**config.mk**
```make
export PLATFORM = sky130hd
export DESIGN_NAME = bj_redirect_ctrl_flat
export DESIGN_NICKNAME = d
export VERILOG_FILES = /design/src/rtl/bj_redirect_if.sv /design/src/rtl/bj_redirect_ctrl.sv /design/src/flat_wrapper.sv
export SDC_FILE = /design/constraint.sdc
export NUM_CORES = 1
export LEC_CHECK = 0
export ABC_CLOCK_PERIOD_IN_PS = 2430
export BUFFER_PORTS_ARGS = -buffer_cell sky130_fd_sc_hd__buf_2
export CAP_MARGIN = 20
export CORE_AREA = 5 5 76 148
export DETAILED_ROUTE_END_ITERATION = 16
export DIE_AREA = 0 0 81 153
export PLACE_DENSITY = 0.6
export SLEW_MARGIN = 20
export SYNTH_ARGS = -nofsm -noshare
export SYNTH_HDL_FRONTEND = slang
export SYNTH_SLANG_ARGS = --single-unit
```
**constraint.sdc**
```tcl
create_clock -name clk -period 2.43 [get_ports clk]
set_input_delay 0.1215 -clock clk [delete_from_list [all_inputs] [get_ports clk]]
set_output_delay 0.1215 -clock clk [all_outputs]
set_load 0.05 [all_outputs]
```
**src/rtl/bj_redirect_if.sv**
```systemverilog
// Branch/jump resolution bus between the EX stage and the redirect controller.
interface bj_redirect_if;
  localparam int unsigned XLEN = 32;

  logic            bj_valid;
  logic [2:0]      branch_jump;
  logic            pc_sel;
  logic            predict_taken;
  logic [XLEN-1:0] target_pc;
  logic [XLEN-1:0] pc_plus4;
  logic            redirect;
  logic [XLEN-1:0] redirect_pc;
  logic            flush_ifid;
  logic            flush_idex;

  // EX stage side: presents the resolution, consumes redirect and flushes.
  modport master (
    output bj_valid, branch_jump, pc_sel, predict_taken, target_pc, pc_plus4,
    input  redirect, redirect_pc, flush_ifid, flush_idex
  );

  // Controller side.
  modport slave (
    input  bj_valid, branch_jump, pc_sel, predict_taken, target_pc, pc_plus4,
    output redirect, redirect_pc, flush_ifid, flush_idex
  );
endinterface

```
**src/rtl/bj_redirect_ctrl.sv**
```systemverilog
// Redirect/flush sequencer for EX-stage branch and jump resolution,
// with saturating branch and mispredict statistics.
module bj_redirect_ctrl #(
  parameter int unsigned FLUSH_CYCLES = 2,
  parameter int unsigned CNT_W        = 16
) (
  input  logic             clk,
  input  logic             reset,
  input  logic             stall,
  input  logic             cnt_clear,
  bj_redirect_if.slave     bj,
  output logic             busy,
  output logic [CNT_W-1:0] branch_count,
  output logic [CNT_W-1:0] mispred_count
);

  localparam int unsigned FCNT_W = 4;
  localparam int unsigned XLEN   = 32;
  localparam logic [2:0]  BJ_NONE = 3'b010;

  typedef enum logic {IDLE, FLUSH} state_e;

  state_e            state_q, state_d;
  logic [FCNT_W-1:0] fcnt_q, fcnt_d;
  logic              redirect_q, redirect_d;
  logic [XLEN-1:0]   redirect_pc_q, redirect_pc_d;
  logic              flush_q, flush_d;
  logic              busy_q, busy_d;
  logic [CNT_W-1:0]  bcnt_q, bcnt_d;
  logic [CNT_W-1:0]  mcnt_q, mcnt_d;

  logic              accept_c;
  logic              mispred_c;
  logic [XLEN-1:0]   sel_pc_c;
  logic [XLEN-1:0]   next_pc_c;

  // Counter increment that sticks at all-ones.
  function automatic logic [CNT_W-1:0] sat_inc(input logic [CNT_W-1:0] v);
    return (v == '1) ? v : v + CNT_W'(1);
  endfunction

  // Resolution decode: accept only fresh, un-stalled, real branches in IDLE.
  always_comb begin
    accept_c  = (state_q == IDLE) && bj.bj_valid && !stall && (bj.branch_jump != BJ_NONE);
    mispred_c = bj.pc_sel ^ bj.predict_taken;
    sel_pc_c  = bj.pc_sel ? bj.target_pc : bj.pc_plus4;
    next_pc_c = sel_pc_c & ~XLEN'(1);
  end

  // Next-state and next-output logic.
  always_comb begin
    state_d       = state_q;
    fcnt_d        = fcnt_q;
    redirect_d    = redirect_q;
    redirect_pc_d = redirect_pc_q;
    flush_d       = flush_q;
    bcnt_d        = bcnt_q;
    mcnt_d        = mcnt_q;

    case (state_q)
      IDLE: begin
        if (accept_c) begin
          bcnt_d = sat_inc(bcnt_q);
          if (mispred_c) begin
            mcnt_d        = sat_inc(mcnt_q);
            state_d       = FLUSH;
            fcnt_d        = FCNT_W'(FLUSH_CYCLES);
            redirect_d    = 1'b1;
            redirect_pc_d = next_pc_c;
            flush_d       = 1'b1;
          end
        end
      end
      FLUSH: begin
        // A stalled cycle freezes everything so fetch still sees the redirect.
        if (!stall) begin
          redirect_d = 1'b0;
          fcnt_d     = fcnt_q - FCNT_W'(1);
          if (fcnt_q == FCNT_W'(1)) begin
            flush_d = 1'b0;
            state_d = IDLE;
          end
        end
      end
      default: state_d = IDLE;
    endcase

    // Clear has priority over a same-edge increment.
    if (cnt_clear) begin
      bcnt_d = '0;
      mcnt_d = '0;
    end

    busy_d = (state_d != IDLE);
  end

  // State and output registers with synchronous reset.
  always_ff @(posedge clk) begin
    if (reset) begin
      state_q       <= IDLE;
      fcnt_q        <= '0;
      redirect_q    <= 1'b0;
      redirect_pc_q <= '0;
      flush_q       <= 1'b0;
      busy_q        <= 1'b0;
      bcnt_q        <= '0;
      mcnt_q        <= '0;
    end else begin
      state_q       <= state_d;
      fcnt_q        <= fcnt_d;
      redirect_q    <= redirect_d;
      redirect_pc_q <= redirect_pc_d;
      flush_q       <= flush_d;
      busy_q        <= busy_d;
      bcnt_q        <= bcnt_d;
      mcnt_q        <= mcnt_d;
    end
  end

  assign bj.redirect    = redirect_q;
  assign bj.redirect_pc = redirect_pc_q;
  assign bj.flush_ifid  = flush_q;
  assign bj.flush_idex  = flush_q;
  assign busy           = busy_q;
  assign branch_count   = bcnt_q;
  assign mispred_count  = mcnt_q;

endmodule

```
**src/flat_wrapper.sv**
```systemverilog
// flat-port wrapper written by rule: the top's interface ports become plain ports
module bj_redirect_ctrl_flat 
#(
  parameter int unsigned FLUSH_CYCLES = 2,
  parameter int unsigned CNT_W        = 16
)
  (clk, reset, stall, cnt_clear, busy, branch_count, mispred_count, bj_bj_valid, bj_branch_jump, bj_pc_sel, bj_predict_taken, bj_target_pc, bj_pc_plus4, bj_redirect, bj_redirect_pc, bj_flush_ifid, bj_flush_idex);
  bj_redirect_if bj_i ();
  input  logic clk;
  input  logic reset;
  input  logic stall;
  input  logic cnt_clear;
  output logic busy;
  output logic [CNT_W-1:0] branch_count;
  output logic [CNT_W-1:0] mispred_count;
  input wire logic [$bits(bj_i.bj_valid)-1:0] bj_bj_valid;
  input wire logic [$bits(bj_i.branch_jump)-1:0] bj_branch_jump;
  input wire logic [$bits(bj_i.pc_sel)-1:0] bj_pc_sel;
  input wire logic [$bits(bj_i.predict_taken)-1:0] bj_predict_taken;
  input wire logic [$bits(bj_i.target_pc)-1:0] bj_target_pc;
  input wire logic [$bits(bj_i.pc_plus4)-1:0] bj_pc_plus4;
  output wire logic [$bits(bj_i.redirect)-1:0] bj_redirect;
  output wire logic [$bits(bj_i.redirect_pc)-1:0] bj_redirect_pc;
  output wire logic [$bits(bj_i.flush_ifid)-1:0] bj_flush_ifid;
  output wire logic [$bits(bj_i.flush_idex)-1:0] bj_flush_idex;
  assign bj_i.bj_valid = bj_bj_valid;
  assign bj_i.branch_jump = bj_branch_jump;
  assign bj_i.pc_sel = bj_pc_sel;
  assign bj_i.predict_taken = bj_predict_taken;
  assign bj_i.target_pc = bj_target_pc;
  assign bj_i.pc_plus4 = bj_pc_plus4;
  assign bj_redirect = bj_i.redirect;
  assign bj_redirect_pc = bj_i.redirect_pc;
  assign bj_flush_ifid = bj_i.flush_ifid;
  assign bj_flush_idex = bj_i.flush_idex;
  bj_redirect_ctrl #(.FLUSH_CYCLES(FLUSH_CYCLES), .CNT_W(CNT_W)) u_core (.clk(clk), .reset(reset), .stall(stall), .cnt_clear(cnt_clear), .bj(bj_i), .busy(busy), .branch_count(branch_count), .mispred_count(mispred_count));
endmodule
```
# After elaboration in Yosys (flattened, before gate mapping)
# Cells that the tools add are included.
[op_classes]
eq_ne = 8
n_mux = 17
n_bitwise = 4
addsub = 3
n_reduce_logical = 10
[ops]
columns = ["cell", "count"]
rows = [
  ["$add 16x1->16 const B", 2],
  ["$eq 16x16->1 const B", 2],
  ["$mux 32", 1],
  ["$mux 4", 3],
  ["$mux 1", 9],
  ["$reduce_and 3->1", 3],
  ["$pmux 4 s2", 1],
  ["$reduce_and 4->1", 2],
  ["$pmux 1 s2", 3],
  ["$eq 4x1->1 const B", 1],
  ["$ne 2x1->1 const B", 2],
  ["$ne 2x2->1 const B", 2],
  ["$sub 4x1->4 const B", 1],
  ["$logic_and 1x1->1", 3],
  ["$ne 3x2->1 const B", 1],
  ["$not 1->1", 3],
  ["$reduce_or 2->1", 1],
  ["$logic_not 1->1", 1],
  ["$xor 1x1->1", 1],
]
[totals]
output_inout_bits = 68
inputBits = 74
regBits = 70
elab_cells = 49

# Longest topological paths before layout
[depth]
depth_word = 6
ltp_mapped = 7

# Least setup slack after synthesis
# No wires, ideal clock.
[synth_timing]
kind = "flip-flop to flip-flop"
from = "register u_core.mcnt_q[0] (netlist: u_core.mispred_count[0])"
to = "register u_core.mcnt_q[14] (netlist: u_core.mispred_count[14])"
arrival_time_ns = 2.244
n_path_buf = 0
path_stages_with_launch = 6
setup_time_ns = 0.070
slack_ns = 0.116
period_less_slack_ns = 2.314
path_cell_list = "dfxtp_1 > ha_1 > nand4_1 > or4b_4 > or4_1 > a21oi_1"
[synth_between]
elab_chain_cells = 3
word_cells_on_any_way = 4
classes_between = "add/sub: 1; eq/ne: 1; bitwise: 1; reduce/logical: 1"
[synth_rtl]
columns = ["element", "line_no", "rtl"]
rows = [
  ["from (decl)", "bj_redirect_ctrl.sv:30", "logic [CNT_W-1:0] mcnt_q, mcnt_d;"],
  ["from (signal assigned)", "bj_redirect_ctrl.sv:116", "mcnt_q <= mcnt_d;"],
  ["parallel branches: the longest is 3 deep, another holds $add 16x1->16", "--", ""],
]
# Several ways; the timed one is not identified.
# A chain may end at the register's enable or synchronous reset.

# Worst setup path in the final report
# Ends and elaborated chain as after synthesis.

==> results.sh <==
export IMPL_critical_path_max_stage_delay_ns=0.56
export IMPL_dieHeight_um=153
export IMPL_ff2ff_path_depth=5
export IMPL_cts_max_level=3
export IMPL_final_setup_tns_ns=0
export IMPL_wl_per_cell_um=14.7
export IMPL_final_hold_slack_ns=0.103
export IMPL_whs_endpoint="u_core.bj.flush_idex$_SDFFE_PP0P_"
export IMPL_worstSetupEndpointType="flip-flop"
export IMPL_startpoint="u_core.mispred_count[0]$_SDFFE_PP0P_"
export IMPL_detailroute_via_count=3461
export IMPL_multi_input_comb_area_sq_um=1860
export IMPL_clock_tree_root_cell="clkbuf_16"
export IMPL_firstDrtPassIters=4
export IMPL_area_taken_by_flip_flops_and_latches_sq_um=1400
export IMPL_port_buffers=138
export IMPL_worstPathBufferInverterCount=0
export IMPL_die_area_sq_um=12400
export IMPL_grt_busiest_layer="met2"
export IMPL_synth_net_count=465
export IMPL_holdBufCountCts=0
export IMPL_tritoncts_num_buffers=9
export IMPL_first_global_vias=3467
export IMPL_diodes=0
export IMPL_critical_path_slowest_cell="or4b_4"
export IMPL_synth_yosys_warnings=0
export IMPL_hold_path_startpoint="reset"
export IMPL_synth_seq_cells=70
export IMPL_synth_flop_cell="dfxtp_1"
export IMPL_place_congestion=0.805
export IMPL_final_net_count=593
export IMPL_total_power_uw=3020
export IMPL_global_route_usage_met1_pct=15.7
export IMPL_drt_antenna_violating_nets=0
export IMPL_post_cts_setup_buffer_count=0
export IMPL_clock_latency_ns=0.33
export IMPL_syn_avg_cell_area_sq_um=8.78
export IMPL_tightestPinTransition_ns=0.704
export IMPL_synth_seq_area_share_pct=41.2
export IMPL_nFillCells=1052
export IMPL_timing_critical_path_required_ns=2.68
export IMPL_power_density_nw_per_um2=666
export IMPL_grt_pass1_wl_um=15700
export IMPL_cell_by_cell_trace_of_the_critical_path="ha_1, nand4_1, or4b_4, or4_1, a21oi_1"
export IMPL_gr_usage_all_layers_pct=15.9
export IMPL_fin_skew_ns=0.00551
export IMPL_edff_count_synth=0
export IMPL_worst_setup_path_type="reg2reg"
export IMPL_clock_sink_count=70
export IMPL_start_kind="flip-flop"
export IMPL_cts_tree="yes"
export IMPL_finish_utilization_pct=45.2
export IMPL_rsz0062_at_grt="false"
export IMPL_power_static_leakage_uw=0.00189
export IMPL_final_hold_viol_count=0
export IMPL_timing_final_setup_violations=0
export IMPL_floorplan_initialDensity_pct=33.9
export IMPL_capture_instance_of_the_worst_register_to_register_path="u_core.mispred_count[14]$_SDFFE_PP0P_"
export IMPL_synth_cell_types=39
export IMPL_r2r_slack_ns=0.35
export IMPL_grtUsageMet2_pct=29.0
export IMPL_critPathMaxFanout=6
export IMPL_fmaxAchievable_mhz=480
export IMPL_place_detailed_hpwl_um=7390
export IMPL_clock_tree_buffer_depth=2
export IMPL_critical_r2r_launch="u_core.mispred_count[0]$_SDFFE_PP0P_"
export IMPL_drv_slew=0
export IMPL_timing_final_crit_period_ns=2.08
export IMPL_vias_per_cell=5.29
export IMPL_num_rows=52
export IMPL_grt_start_max_net_pins=56
export IMPL_die_w_um=81
export IMPL_syn_inst=387
export IMPL_postSynth_asyncResetShare_pct=0
export IMPL_grt_overflow_total=0
export IMPL_mappedNetlistArea_sq_um=3400
export IMPL_drive_above_1_share_pct=32.4
export IMPL_status="finished clean"
export IMPL_final_min_period_over_clock_period_pct=85.8
export IMPL_grtUsageMet3_pct=4.65
export IMPL_grt_antenna_before_repair=0
export IMPL_cp_data_arrival_time_ns=2.34
export IMPL_holdCritPathClass="in2reg"
export IMPL_timing_slew_headroom_pct=52.7
export IMPL_timing_critical_path_max_delay_family="simple AND/OR/NAND/NOR gates"
export IMPL_hold_depth=2
export IMPL_design_portCount=142
export IMPL_cap_viol_max_count=0
export IMPL_detail_route_drc_violations=0
export IMPL_ctsResizeCount=0
export IMPL_peakVddDrop_uv=359
export IMPL_wirelength_um=9600
export IMPL_placeableCoreArea_sq_um=10000
export IMPL_dr_first_iter_drc_count=153
export IMPL_layout_stage_area_growth_over_the_synthesis_result_pct=33.2
export IMPL_clk_pin_slew_worst_paths_ns=0.05
==> worst max path at each step <==
stage	depth (start not counted)	end
after floorplan	5	u_core.mispred_count[14]$_SDFFE_PP0P_
after global placement	5	u_core.mispred_count[14]$_SDFFE_PP0P_
after detailed placement	5	u_core.mispred_count[14]$_SDFFE_PP0P_
after CTS	5	u_core.mispred_count[14]$_SDFFE_PP0P_
after global routing	5	u_core.mispred_count[14]$_SDFFE_PP0P_
final	5	u_core.mispred_count[14]$_SDFFE_PP0P_
==> Yosys cell counts, types with 2 or more instances <==
library cell / n / area [sq um]
a211oi_1: 31 / 233
a21oi_1: 27 / 135
a31oi_1: 2 / 12.5
and3_1: 6 / 37.5
and4_1: 2 / 17.5
buf_2: 5 / 25.0
buf_4: 2 / 15.0
clkbuf_1: 21 / 78.8
dfxtp_1: 70 / 1400
ha_1: 4 / 50.1
inv_1: 6 / 22.5
mux2i_1: 37 / 370
nand2_1: 19 / 71.3
nand3_1: 14 / 70.1
nand4_1: 12 / 75.1
nor2_1: 39 / 146
nor3_1: 7 / 35.0
nor4_1: 7 / 43.8
o21ai_0: 11 / 55.1
o311ai_0: 2 / 17.5
o31ai_1: 14 / 105
o41ai_1: 3 / 26.3
or3_1: 15 / 93.8
or4_1: 15 / 113
xor2_1: 2 / 17.5
==> power breakdown <==
part,switching [uW],total [uW],internal (uW)
Clock,462,1410,944
Sequential,21.6,1210,1190
Combinational,269,403,134
==> cell type report <==
class                      instances  area share [%]
clock inverter                     4            1.55
timing repair buffer             145            16.7
multi-input combinational        283            41.0
inverter                           6           0.497
tap                              135            3.73
sequential                        70            30.9
clock buffer                      11            5.58
==> worst reg2reg max path, stage by stage (launching register included) <==
cell and delay, ns:
dfxtp_1 0.40, ha_1 0.30, nand4_1 0.18, or4b_4 0.56
or4_1 0.41, a21oi_1 0.15
==> layout by cell type (no fill, tap or decap), drive strengths merged, types with 3 or more instances in the layout <==
| master | instances |
|---|---|
| o21ai | 11 |
| inv | 6 |
| o31ai | 14 |
| nor3 | 7 |
| nor2 | 39 |
| nand4 | 13 |
| a21oi | 27 |
| a211oi | 31 |
| buf | 145 |
| nand2 | 19 |
| clkbuf | 11 |
| or4 | 15 |
| mux2i | 37 |
| ha | 4 |
| and3 | 6 |
| dfxtp | 70 |
| nand3 | 14 |
| o41ai | 3 |
| nor4 | 8 |
| or3 | 15 |
==> per-stage QoR <==
stage          std cells  instance area (sq um)  worst slack, ns
4_1_cts              654                   4530            0.345
6_report             654                   4530            0.346
2_1_floorplan        387                   3400            0.116
3_5_place_dp         639                   4210            0.356
5_1_grt              654                   4530            0.212
3_3_place_gp         639                   4210            0.410
==> flip-flops by register name (all words and copies together), names as in the netlist <==
signal                 flops
u_core.mispred_count      16
u_core.fcnt_q              4
u_core.branch_count       16
u_core.bj.flush_idex       1
u_core.state_q             1
u_core.bj.redirect_pc     31
u_core.bj.redirect         1
==> logic make-up after synthesis <==
| logic type | synth area share [%] |
|---|---|
| xor+xnor | 0.515 |
| buf+inv | 4.16 |
| flops | 41.2 |
| fa+ha+maj | 1.47 |
| compound gates | 18.0 |
| mux | 10.9 |
| other cells | 0.110 |
| simple gates | 23.6 |
==> metal layers <==
| layer | part of all wire (%) | vias to the layer above |
|---|---|---|
| li1 | - | 1721 |
| met1 | 36 | 1590 |
| met2 | 54 | 126 |
| met3 | 6.4 | 24 |
| met4 | 3.1 | 0 |
| met5 | 0 | - |
Power figures use the tool's default switching activity.
